## src/rtl/load_store_unit.sv

```systemverilog
// Memory-stage load/store unit: splits misaligned halfword/word accesses into
// aligned memory operations, stalls the pipeline meanwhile, and formats load data.
module load_store_unit (
  input  logic        i_clk,
  input  logic        i_rst,
  input  logic        i_req_valid,
  input  logic        i_req_write,
  input  logic [2:0]  i_req_funct3,
  input  logic [31:0] i_req_addr,
  input  logic [31:0] i_req_wdata,
  output logic        o_lsu_stall,
  output logic        o_load_done,
  output logic [31:0] o_load_data,
  output logic        o_mem_write,
  output logic [2:0]  o_mem_funct3,
  output logic [31:0] o_mem_addr,
  output logic [31:0] o_mem_wdata,
  input  logic [31:0] i_mem_rdata
);

  typedef enum logic [1:0] {StIdle, StLdHi, StStBytes} state_e;

  state_e      r_state, w_state_next;
  logic [31:0] r_addr;
  logic [2:0]  r_funct3;
  logic [31:0] r_wdata;
  logic [31:0] r_lo_word, w_lo_word_next;
  logic [1:0]  r_cnt, w_cnt_next;
  logic        w_latch;

  logic        w_misaligned;
  logic [31:0] w_aligned_lane;
  logic [31:0] w_split_lane;
  logic [7:0]  w_st_byte;
  logic        w_last_byte;

  // funct3[1:0] of 10 or 11 is a word access; bytes are never misaligned.
  assign w_misaligned = (i_req_funct3[1:0] == 2'b01) ? i_req_addr[0] :
                        (i_req_funct3[1] ? (i_req_addr[1:0] != 2'b00) : 1'b0);

  assign w_aligned_lane = i_mem_rdata >> {i_req_addr[1:0], 3'b000};
  assign w_split_lane   = 32'({i_mem_rdata, r_lo_word} >> {r_addr[1:0], 3'b000});
  assign w_st_byte      = 8'(r_wdata >> {r_cnt, 3'b000});
  assign w_last_byte    = (r_funct3[1:0] == 2'b01) ? (r_cnt == 2'd1) : (r_cnt == 2'd3);

  function automatic logic [31:0] fmt_load(input logic [31:0] lane, input logic [2:0] f3);
    logic [31:0] res;
    case (f3[1:0])
      2'b00:   res = f3[2] ? {24'b0, lane[7:0]} : {{24{lane[7]}}, lane[7:0]};
      2'b01:   res = f3[2] ? {16'b0, lane[15:0]} : {{16{lane[15]}}, lane[15:0]};
      default: res = lane;
    endcase
    return res;
  endfunction

  always_comb begin
    w_state_next   = r_state;
    w_cnt_next     = r_cnt;
    w_lo_word_next = r_lo_word;
    w_latch        = 1'b0;
    o_lsu_stall    = 1'b0;
    o_load_done    = 1'b0;
    o_load_data    = 32'b0;
    o_mem_write    = 1'b0;
    o_mem_funct3   = i_req_funct3;
    o_mem_addr     = i_req_addr;
    o_mem_wdata    = i_req_wdata;

    case (r_state)
      StIdle: begin
        if (i_req_valid) begin
          if (!w_misaligned) begin
            o_mem_write = i_req_write;
            o_load_done = 1'b1;
            o_load_data = i_req_write ? 32'b0 : fmt_load(w_aligned_lane, i_req_funct3);
          end else if (!i_req_write) begin
            o_mem_funct3   = 3'b010;
            o_mem_addr     = {i_req_addr[31:2], 2'b00};
            w_lo_word_next = i_mem_rdata;
            w_latch        = 1'b1;
            o_lsu_stall    = 1'b1;
            w_state_next   = StLdHi;
          end else begin
            o_mem_funct3 = 3'b000;
            o_mem_wdata  = {24'b0, i_req_wdata[7:0]};
            o_mem_write  = 1'b1;
            w_latch      = 1'b1;
            w_cnt_next   = 2'd1;
            o_lsu_stall  = 1'b1;
            w_state_next = StStBytes;
          end
        end
      end
      StLdHi: begin
        o_mem_funct3 = 3'b010;
        o_mem_addr   = {r_addr[31:2], 2'b00} + 32'd4;
        o_mem_wdata  = 32'b0;
        o_load_data  = fmt_load(w_split_lane, r_funct3);
        o_load_done  = 1'b1;
        w_state_next = StIdle;
      end
      StStBytes: begin
        o_mem_funct3 = 3'b000;
        o_mem_addr   = r_addr + {30'b0, r_cnt};
        o_mem_wdata  = {24'b0, w_st_byte};
        o_mem_write  = 1'b1;
        w_cnt_next   = r_cnt + 2'd1;
        if (w_last_byte) begin
          o_load_done  = 1'b1;
          w_state_next = StIdle;
        end else begin
          o_lsu_stall = 1'b1;
        end
      end
      default: w_state_next = StIdle;
    endcase

    // Reset blocks any memory side effect in the cycle it is asserted.
    if (i_rst) begin
      o_lsu_stall = 1'b0;
      o_load_done = 1'b0;
      o_load_data = 32'b0;
      o_mem_write = 1'b0;
    end
  end

  always_ff @(posedge i_clk) begin
    if (i_rst) begin
      r_state   <= StIdle;
      r_cnt     <= 2'd0;
      r_lo_word <= 32'b0;
      r_addr    <= 32'b0;
      r_funct3  <= 3'b0;
      r_wdata   <= 32'b0;
    end else begin
      r_state   <= w_state_next;
      r_cnt     <= w_cnt_next;
      r_lo_word <= w_lo_word_next;
      if (w_latch) begin
        r_addr   <= i_req_addr;
        r_funct3 <= i_req_funct3;
        r_wdata  <= i_req_wdata;
      end
    end
  end

endmodule

```

## config.mk

```make
export PLATFORM = sky130hd
export DESIGN_NAME = load_store_unit
export DESIGN_NICKNAME = d
export VERILOG_FILES = /design/src/rtl/load_store_unit.sv
export SDC_FILE = /design/constraint.sdc
export NUM_CORES = 1
export LEC_CHECK = 0
export BUFFER_PORTS_ARGS = -buffer_cell sky130_fd_sc_hd__buf_2
export CAP_MARGIN = 20
export CELL_PAD_IN_SITES_DETAIL_PLACEMENT = 1
export CELL_PAD_IN_SITES_GLOBAL_PLACEMENT = 2
export CORE_MARGIN = 2
export CORE_UTILIZATION = 25
export CTS_CLUSTER_SIZE = 14
export DETAILED_ROUTE_END_ITERATION = 12
export PLACE_DENSITY_LB_ADDON = 0.1
export SETUP_SLACK_MARGIN = 0.15
export SKIP_CTS_REPAIR_TIMING = 1
export SLEW_MARGIN = 40
export SYNTH_ARGS = -nofsm -noshare
export SYNTH_HDL_FRONTEND = slang
export SYNTH_SLANG_ARGS = --single-unit
```

## constraint.sdc

```tcl
create_clock -name i_clk -period 4 [get_ports i_clk]
set_clock_uncertainty 0.2 [all_clocks]
set_input_delay 0.2 -clock i_clk [delete_from_list [all_inputs] [get_ports i_clk]]
set_output_delay 0.2 -clock i_clk [all_outputs]
set_load 0.005 [all_outputs]
```

==> results of run 1 <==
==> where the power goes <==
part / switching (uW) / internal, uW / leakage [uW]
sequential: 62.1 / 1070 / 0.000841
clock: 496 / 443 / 0.000143
combinational: 420 / 359 / 0.00307
==> cells by family (layout without fill, tap and decap cells) <==
| family | count (synthesis) | count (layout) |
|---|---|---|
| compound gates | 342 | 342 |
| simple gates | 433 | 433 |
| fa+ha+maj | 4 | 4 |
| xor+xnor | 3 | 3 |
| flops | 103 | 103 |
| buf+inv | 123 | 361 |
| mux | 66 | 66 |
==> placed cells by master (no fill, tap or decap), drive strengths merged, types with 18 or more instances in the layout <==
cell type,n
a21oi,157
a31oi,18
a32oi,18
buf,235
dfxtp,103
dlygate4sd3,98
mux4,41
nand2,251
nand4,19
nor2,57
nor2b,30
o21ai,36
==> final cells by class <==
class                   instances  area share
multi-input cells             848       0.516
clock buffers                  10      0.0215
repair buffers                333       0.210
well taps                     402      0.0473
inverters                      12     0.00423
flip-flops and latches        103       0.194
clock inverters                 6     0.00635
==> final timing paths <==
kind	from	endpoint	slack, ps	depth (start not counted)
max	r_addr[2]	o_mem_addr[20]	720	7
min	i_req_addr[0]	r_addr[0]	150	3
max reg2reg	r_state[1]	r_addr[20]	1440	6
min reg2reg	r_lo_word[0]	r_lo_word[0]	260	2
==> stage by stage <==
step                      total power [uW]  cell area, sq um   util
after floorplan                       1560              8030      -
after global placement                1870              9350  0.296
after detailed placement              1870              9360  0.297
after CTS                             2830              9650  0.306
after global routing                  3020             10600  0.337
final                                 2850             10600  0.337
==> state kept, by name, summed over array words and instances (netlist names) <==
register   flops
r_cnt          2
r_funct3       3
r_wdata       32
r_addr        32
r_state        2
r_lo_word     32
==> metal layers <==
metal | wire [um] | track usage
met3 | 1170 | 0.0284
met5 | 0 | 0
met4 | 409 | 0.0358
met1 | 16300 | 0.277
met2 | 16500 | 0.337
==> worst register-to-register path: stages (launching register included) <==
cell and delay, ps:
dfxtp_2 670, nor2_1 240, nand4_1 170, buf_4 400, buf_4 500, nand2_1 120
a21oi_1 160
==> results.ini, run 1 <==
[detailed_routing]
vias=9042
drcViolationCount=0
final_antenna_net_count=0
first_pass_iters=4
drt_iter0_markers=548
wl_um=34400
routed_via_density=5.28
routedWlPerCell_um=20.1

[logic_synthesis]
syn_avg_cell_area_sq_um=7.48
synth-compound-area-share=0.273
synthCells=1074
yosys.area_share.simple=0.250
synth_top_family_by_area=compound AO/OA/AOI/OAI gates
synth.area.top_cells=dfxtp_1 26%, nand2_1 12%, mux4_2 11%, a21oi_1 9.8%, clkbuf_1 3.7%
muxShareOfSynthArea=0.148
yosys.cell_count.top_type=nand2_1
ys_types=67
synthArstFlopShare=0
netlist_area_sq_mm=0.00803
synthTopCellsByCount=251 x nand2_1, 157 x a21oi_1, 103 x dfxtp_1
yosys.area.top_type=dfxtp_1
synth-edff-count=0
ys_ff_latch=103
synth_xor_area_frac=0.00327
syn-num-nets=1181
synthAdderAreaFrac=0.00717
synth-seq-area-share=0.257
synth_top_area_frac=0.257
synth_flop_cell=dfxtp_1
yosys_warnings=0

[clocking]
clk_latency_ps=370
cts_buffer_depth=2
cts-root-buf=clkbuf_16
cts_tree=built
path_clk_slew_ps=90
h-tree-depth=3
cts_made_buffers=9
clock-sinks=103

[floorplan]
die_h_um=183
rows=65
start_util=0.254
dieArea_sq_mm=0.0336
ios=205
core-area_sq_mm=0.0316
die_w_um=183

[sta]
tns_ps=0
fmax_mhz=305
setup_slack_ps=724
period_minus_slack_ps=3280
rsz0062_at_grt=false
period_share=0.819
maxSlewViolCount=0
setup_viol=0
worst_slew_pin_slew_ps=781
relSlewSlack=0.480
hold_ws_ps=153
hold_viol=0

[pwr]
p_leak_uw=0.00405
ir_drop_uv=199
power_density_mw_per_mm2=268

[worst_setup_path]
crit_family=simple AND/OR/NAND/NOR gates
critPathSlowestCell=or4_1
slowest_delay_ps=610
worstPathArrival_ps=2880
end_kind=primary output
required_ps=3600
crit_fanout=8
worstSetupPathType=flop to primary output
start_kind=flop
critical_path.cell_chain=ha_1 > nand3_1 > or4_1 > or3_1 > a311oi_1 > a41o_1 > buf_2
cp_num_buf_inv=1

[layout]
areaGrowthSynthToFinish_pct=32.5
layout-drive-gt1-share=0.254
seq_area_sq_mm=0.00207
nets=1414
multiInputGateArea_sq_mm=0.00549
fin_cells=1714
n_antenna_cell=0
nFillCells=3852

[placed_design]
pre_cts_ws_ps=1030
place.gp.congestion=0.756
dpl.hpwl_um=23600
dp_cells=1600
numPortBuffers=204

[global_routing]
antenna_found_initial=0
grt_pass1_wl_um=52800
grt_pass1_vias=8741
track_usage=0.201
grt_start_max_net_pins=60
gr-total-overflow=0

[flow_run]
maxCapViolCount=0

[status]
status=finished, final reports clean

[hold_path]
hp-class=input pin to flop

(Power assumes the default switching activity.)
==> run 2, diff against run 1 <==
==> constraint.sdc (replaced) <==
create_clock -name i_clk -period 3.1 [get_ports i_clk]
set_clock_uncertainty 0.2 [all_clocks]
set_input_delay 0.155 -clock i_clk [delete_from_list [all_inputs] [get_ports i_clk]]
set_output_delay 0.155 -clock i_clk [all_outputs]
set_load 0.005 [all_outputs]
==> results.ini, run 2 (synthesis results as in run 1) <==
[status]
status=finished, violations left  ; was finished, final reports clean
violations=negative hold slack

[sta]
rsz0062_at_grt=true  ; was false
period_share=0.925
worst_slew_pin_slew_ps=799  ; was 781 ps
maxSlewViolCount=0  ; unchanged
relSlewSlack=0.467  ; was 0.480
hold_viol=1  ; was 0
fmax_mhz=349
tns_ps=0  ; unchanged
period_minus_slack_ps=2870
setup_viol=0  ; unchanged
hold_ws_ps=-3.79  ; was 153 ps

[worst_setup_path]
reg2reg_from=r_state[1]  ; unchanged
rr_endpoint=r_lo_word[6]  ; was r_addr[20]
worstPathArrival_ps=2510  ; was 2880 ps
r2r_cells=7  ; was 6
crit_fanout=6  ; was 8
required_ps=2740  ; was 3600 ps
r2r_slack_ps=740  ; was 1440 ps
worstSetupPathType=flop to primary output  ; unchanged
end_kind=primary output  ; unchanged
start_kind=flop  ; unchanged

[pwr]
power_density_mw_per_mm2=346  ; was 268 mW/mm^2
p_leak_uw=0.00415  ; was 0.00405 uW
p_comb_frac=0.274  ; was 0.273
fin_total_pwr_uw=3770  ; was 2850 uW
p_seq_frac=0.386  ; was 0.398
clock_power_share=0.340  ; was 0.329
p_sw_uw=1310  ; was 978 uW
netSwitchingFraction=0.347  ; was 0.343
ir_drop_uv=274  ; was 199 uV
p_int_uw=2460  ; was 1880 uW

[placed_design]
numPortBuffers=204  ; unchanged
place.gp.congestion=0.753  ; was 0.756
dpl.hpwl_um=23700  ; was 23600 um
place_area_sq_mm=0.00948  ; was 0.00936 sq mm

[detailed_routing]
vias=9128  ; was 9042
drcViolationCount=0  ; unchanged
first_pass_iters=5  ; was 4
routedWlPerCell_um=20.1  ; about the same
drt_iter0_markers=464  ; was 548
wl_um=34700  ; was 34400 um
final_antenna_net_count=0  ; unchanged
routed_via_density=5.28  ; about the same

[clocking]
cts_buffer_depth=2  ; unchanged
cts-root-buf=clkbuf_16  ; unchanged
cts_made_buffers=9  ; unchanged
clk_latency_ps=360  ; was 370 ps
cts_tree=built  ; unchanged
path_clk_slew_ps=90  ; about the same
h-tree-depth=3  ; unchanged
clock-sinks=103  ; unchanged

[layout]
reg_top3=r_addr: 32 flops, r_lo_word: 32 flops, r_wdata: 32 flops  ; unchanged
utilization=0.345  ; was 0.337
nFillCells=3850  ; was 3852
areaGrowthSynthToFinish_pct=35.6  ; was 32.5%
nets=1428  ; was 1414
final_area_sq_mm=0.0109  ; was 0.0106 sq mm
final_common_cell=nand2_1  ; unchanged
n_antenna_cell=0  ; unchanged
seq_area_sq_mm=0.00209  ; was 0.00207 sq mm
layout-drive-gt1-share=0.278  ; was 0.254
layout_common_cells=251 x nand2_1, 203 x buf_2, 155 x a21oi_1  ; was 251 x nand2_1, 203 x buf_2, 156 x a21oi_1
multiInputGateArea_sq_mm=0.00555  ; was 0.00549 sq mm

[floorplan]
start_util=0.254  ; unchanged
ios=205  ; unchanged
dieArea_sq_mm=0.0336  ; unchanged
rows=65  ; unchanged
die_w_um=183  ; unchanged
die_h_um=183  ; unchanged
core-area_sq_mm=0.0316  ; unchanged

[hold_path]
hp-class=input pin to flop  ; unchanged
hp-start=i_req_addr[0]  ; unchanged
min_to=r_addr[0]  ; unchanged
min_path_cells=3  ; unchanged

[global_routing]
antenna_found_initial=0  ; unchanged
grt_pass1_wl_um=53000  ; was 52800 um
grt_pass1_vias=8711  ; was 8741
track_usage=0.201  ; about the same
gr-total-overflow=0  ; unchanged
grt_start_max_net_pins=70  ; was 60

[flow_run]
maxCapViolCount=0  ; unchanged

[run 2: per-stage QoR]
| stage | cells | setup slack (ps) |
|---|---|---|
| 2_1_floorplan | 1074 | 700 |
| 3_3_place_gp | 1612 | 375 |
| 3_5_place_dp | 1612 | 347 |
| 4_1_cts | 1628 | -69.7 |
| 5_1_grt | 1728 | 116 |
| 6_report | 1728 | 232 |
[run 2: worst max-delay path by stage]
stage	start	to	slack, ps
after floorplan	r_addr[2]	o_mem_addr[20]	700
after global placement	r_addr[2]	o_mem_addr[20]	370
after detailed placement	r_addr[2]	o_mem_addr[20]	350
after CTS	r_addr[2]	o_mem_addr[20]	-70
after global routing	r_addr[2]	o_mem_addr[20]	120
final	r_addr[3]	o_mem_addr[20]	230
[run 2: worst max-delay path, cell delays in order (launching register included)]
cell      delay [ps]
dfxtp_2          390
ha_2             250
nand3_4          120
or4_4            530
or3_1            350
a311oi_1         270
a41o_1           120
buf_2            110
[run 2: layout make-up]
cell class                 count  area share
multi-input combinational    848       0.510
timing repair buffer         347       0.218
sequential                   103       0.192
tap                          402      0.0462
clock buffer                   9      0.0207
clock inverter                 7     0.00931
inverter                      12     0.00414
[run 2: power by group through the flow]
stage	sequential, uW	clock (uW)	combinational [uW]
floorplan	1450	0	560
global placement	1480	0	940
detailed placement	1490	0	943
CTS	1460	1340	945
global route	1470	1380	1140
finish	1460	1280	1030
[run 2: metal layers]
layer,vias to the layer above,GRT usage,share of wire
met1,4534,0.279,0.48
met3,12,0.0262,0.030
met4,0,0.0294,0.0061
met5,-,0,0
li1,4411,-,-
met2,171,0.339,0.48
==> run 3, diff against run 2 <==
--- a/config.mk
+++ b/config.mk
@@ -14,6 +14,7 @@
 export CTS_CLUSTER_SIZE = 14
 export DETAILED_ROUTE_END_ITERATION = 12
 export PLACE_DENSITY_LB_ADDON = 0.1
+export RECOVER_POWER = 50
 export SETUP_SLACK_MARGIN = 0.15
 export SKIP_CTS_REPAIR_TIMING = 1
 export SLEW_MARGIN = 40
==> results.ini, run 3 (synthesis results as in run 1) <==
[status]
status=finished, violations left  ; unchanged
violations=negative hold slack  ; unchanged

[worst_setup_path]
cp-endpoint=o_load_data[7]  ; was o_mem_addr[20]
required_ps=2740  ; about the same
slowest_delay_ps=580  ; was 530 ps
worstSetupPathType=input pin to primary output  ; was flop to primary output
r2r_cells=7  ; unchanged
cp_num_cells=8  ; was 7
cp-startpoint=i_req_addr[1]  ; was r_addr[3]
rr_endpoint=r_lo_word[27]  ; was r_lo_word[6]
crit_fanout=9  ; was 6
reg2reg_from=r_state[1]  ; unchanged
crit_family=buffers and inverters  ; was simple AND/OR/NAND/NOR gates
critical_path.cell_chain=dlygate4sd3_1 > clkbuf_2 > or2_2 > a21boi_1 > clkbuf_1 > a22oi_1 > nor2_1 > buf_2  ; was ha_2 > nand3_4 > or4_4 > or3_1 > a311oi_1 > a41o_1 > buf_2
start_kind=input pin  ; was flop
critPathSlowestCell=clkbuf_1  ; was or4_4
end_kind=primary output  ; unchanged
worstPathArrival_ps=2580  ; was 2510 ps
cp_num_buf_inv=4  ; was 1
r2r_slack_ps=330  ; was 740 ps

[layout]
reg_top3=r_addr: 32 flops, r_lo_word: 32 flops, r_wdata: 32 flops  ; unchanged
final_common_cell=nand2_1  ; unchanged
fin_cells=1728  ; unchanged
final_area_sq_mm=0.0108  ; was 0.0109 sq mm
layout-drive-gt1-share=0.272  ; was 0.278
layout_common_cells=251 x nand2_1, 201 x buf_2, 155 x a21oi_1  ; was 251 x nand2_1, 203 x buf_2, 155 x a21oi_1
nFillCells=3859  ; was 3850
n_antenna_cell=0  ; unchanged
utilization=0.343  ; was 0.345
nets=1428  ; unchanged
areaGrowthSynthToFinish_pct=34.9  ; was 35.6%

[detailed_routing]
drcViolationCount=0  ; unchanged
routed_via_density=5.29  ; was 5.28
wl_um=34700  ; about the same
routedWlPerCell_um=20.1  ; about the same
final_antenna_net_count=0  ; unchanged
drt_iter0_markers=457  ; was 464
vias=9140  ; was 9128
first_pass_iters=4  ; was 5

[sta]
fmax_mhz=340  ; was 349 MHz
hold_viol=1  ; unchanged
period_minus_slack_ps=2940  ; was 2870 ps
relSlewSlack=0.207  ; was 0.467
worst_slew_pin_slew_ps=1190  ; was 799 ps
period_share=0.948  ; was 0.925
maxSlewViolCount=0  ; unchanged
rsz0062_at_grt=true  ; unchanged
hold_ws_ps=-4.37  ; was -3.79 ps
setup_viol=0  ; unchanged

[floorplan]
core-area_sq_mm=0.0316  ; unchanged
rows=65  ; unchanged
ios=205  ; unchanged
dieArea_sq_mm=0.0336  ; unchanged
start_util=0.254  ; unchanged
die_h_um=183  ; unchanged
die_w_um=183  ; unchanged

[clocking]
clock-sinks=103  ; unchanged
h-tree-depth=3  ; unchanged
cts_tree=built  ; unchanged
path_clk_slew_ps=80  ; was 90 ps
cts_made_buffers=9  ; unchanged
cts-root-buf=clkbuf_16  ; unchanged
cts_buffer_depth=2  ; unchanged
clk_latency_ps=360  ; about the same

[global_routing]
gr-total-overflow=0  ; unchanged
grt_pass1_vias=8711  ; unchanged
grt_pass1_wl_um=53000  ; unchanged
track_usage=0.201  ; unchanged
grt_start_max_net_pins=70  ; unchanged
antenna_found_initial=0  ; unchanged

[placed_design]
place.gp.congestion=0.753  ; unchanged
dpl.hpwl_um=23700  ; unchanged
numPortBuffers=204  ; unchanged
dp_cells=1612  ; unchanged
place_area_sq_mm=0.00948  ; unchanged

[hold_path]
min_path_cells=3  ; unchanged
hp-class=input pin to flop  ; unchanged

[flow_run]
maxCapViolCount=0  ; unchanged

[pwr]
p_leak_uw=0.00413  ; was 0.00415 uW
power_density_mw_per_mm2=347  ; was 346 mW/mm^2
fin_total_pwr_uw=3760  ; was 3770 uW
ir_drop_uv=274  ; about the same

[run 3: changes by cell type in the layout (fill, tap and decap cells not counted), moves of 2 or more]
cell / previous run / this run
buf_4: 41 / 37
buf_2: 203 / 201
buf_12: 2 / 0
clkbuf_1: 0 / 4
clkbuf_2: 0 / 3
[run 3: stage by stage]
stage,worst slack [ps],TNS (ps)
after global routing,63.8,0
after floorplan,700,0
after detailed placement,347,0
after CTS,-69.7,-90.1
after global placement,375,0
final,162,0
[run 3: per-layer routing]
layer  vias up  wire length [um]  share of wire  GRT usage
met5         -                 0              0          0
met4         0               212         0.0061     0.0294
met3        12              1030          0.030     0.0262
met2       168             16800           0.48      0.339
met1      4544             16600           0.48      0.279
li1       4416                 -              -          -
[run 3: cell type report]
| cell class | count | area [sq um] | area share |
|---|---|---|---|
| Sequential cell | 103 | 2090 | 0.193 |
| Inverter | 12 | 45.0 | 0.00416 |
| Tap cell | 402 | 503 | 0.0464 |
| Clock inverter | 7 | 101 | 0.00936 |
| Multi-Input combinational cell | 848 | 5530 | 0.511 |
| Timing Repair Buffer | 347 | 2340 | 0.216 |
| Clock buffer | 9 | 225 | 0.0208 |
[run 3: worst min path at each step]
stage	end	startpoint
after global routing	r_addr[0]	i_req_addr[0]
final	r_addr[0]	i_req_addr[0]
after floorplan	r_lo_word[0]	i_mem_rdata[0]
after global placement	r_wdata[19]	i_req_wdata[19]
after detailed placement	r_wdata[19]	i_req_wdata[19]
after CTS	r_wdata[19]	i_req_wdata[19]
[run 3: report_power, final]
part	internal (uW)	switching (uW)	total, uW
registers	1390	70.1	1460
logic	468	555	1020
clock network	599	684	1280
[run 3: tightest hold or removal path, cell delays in order]
cell     delay, ps
buf_2          210
nand2_1        100
a21oi_1         50
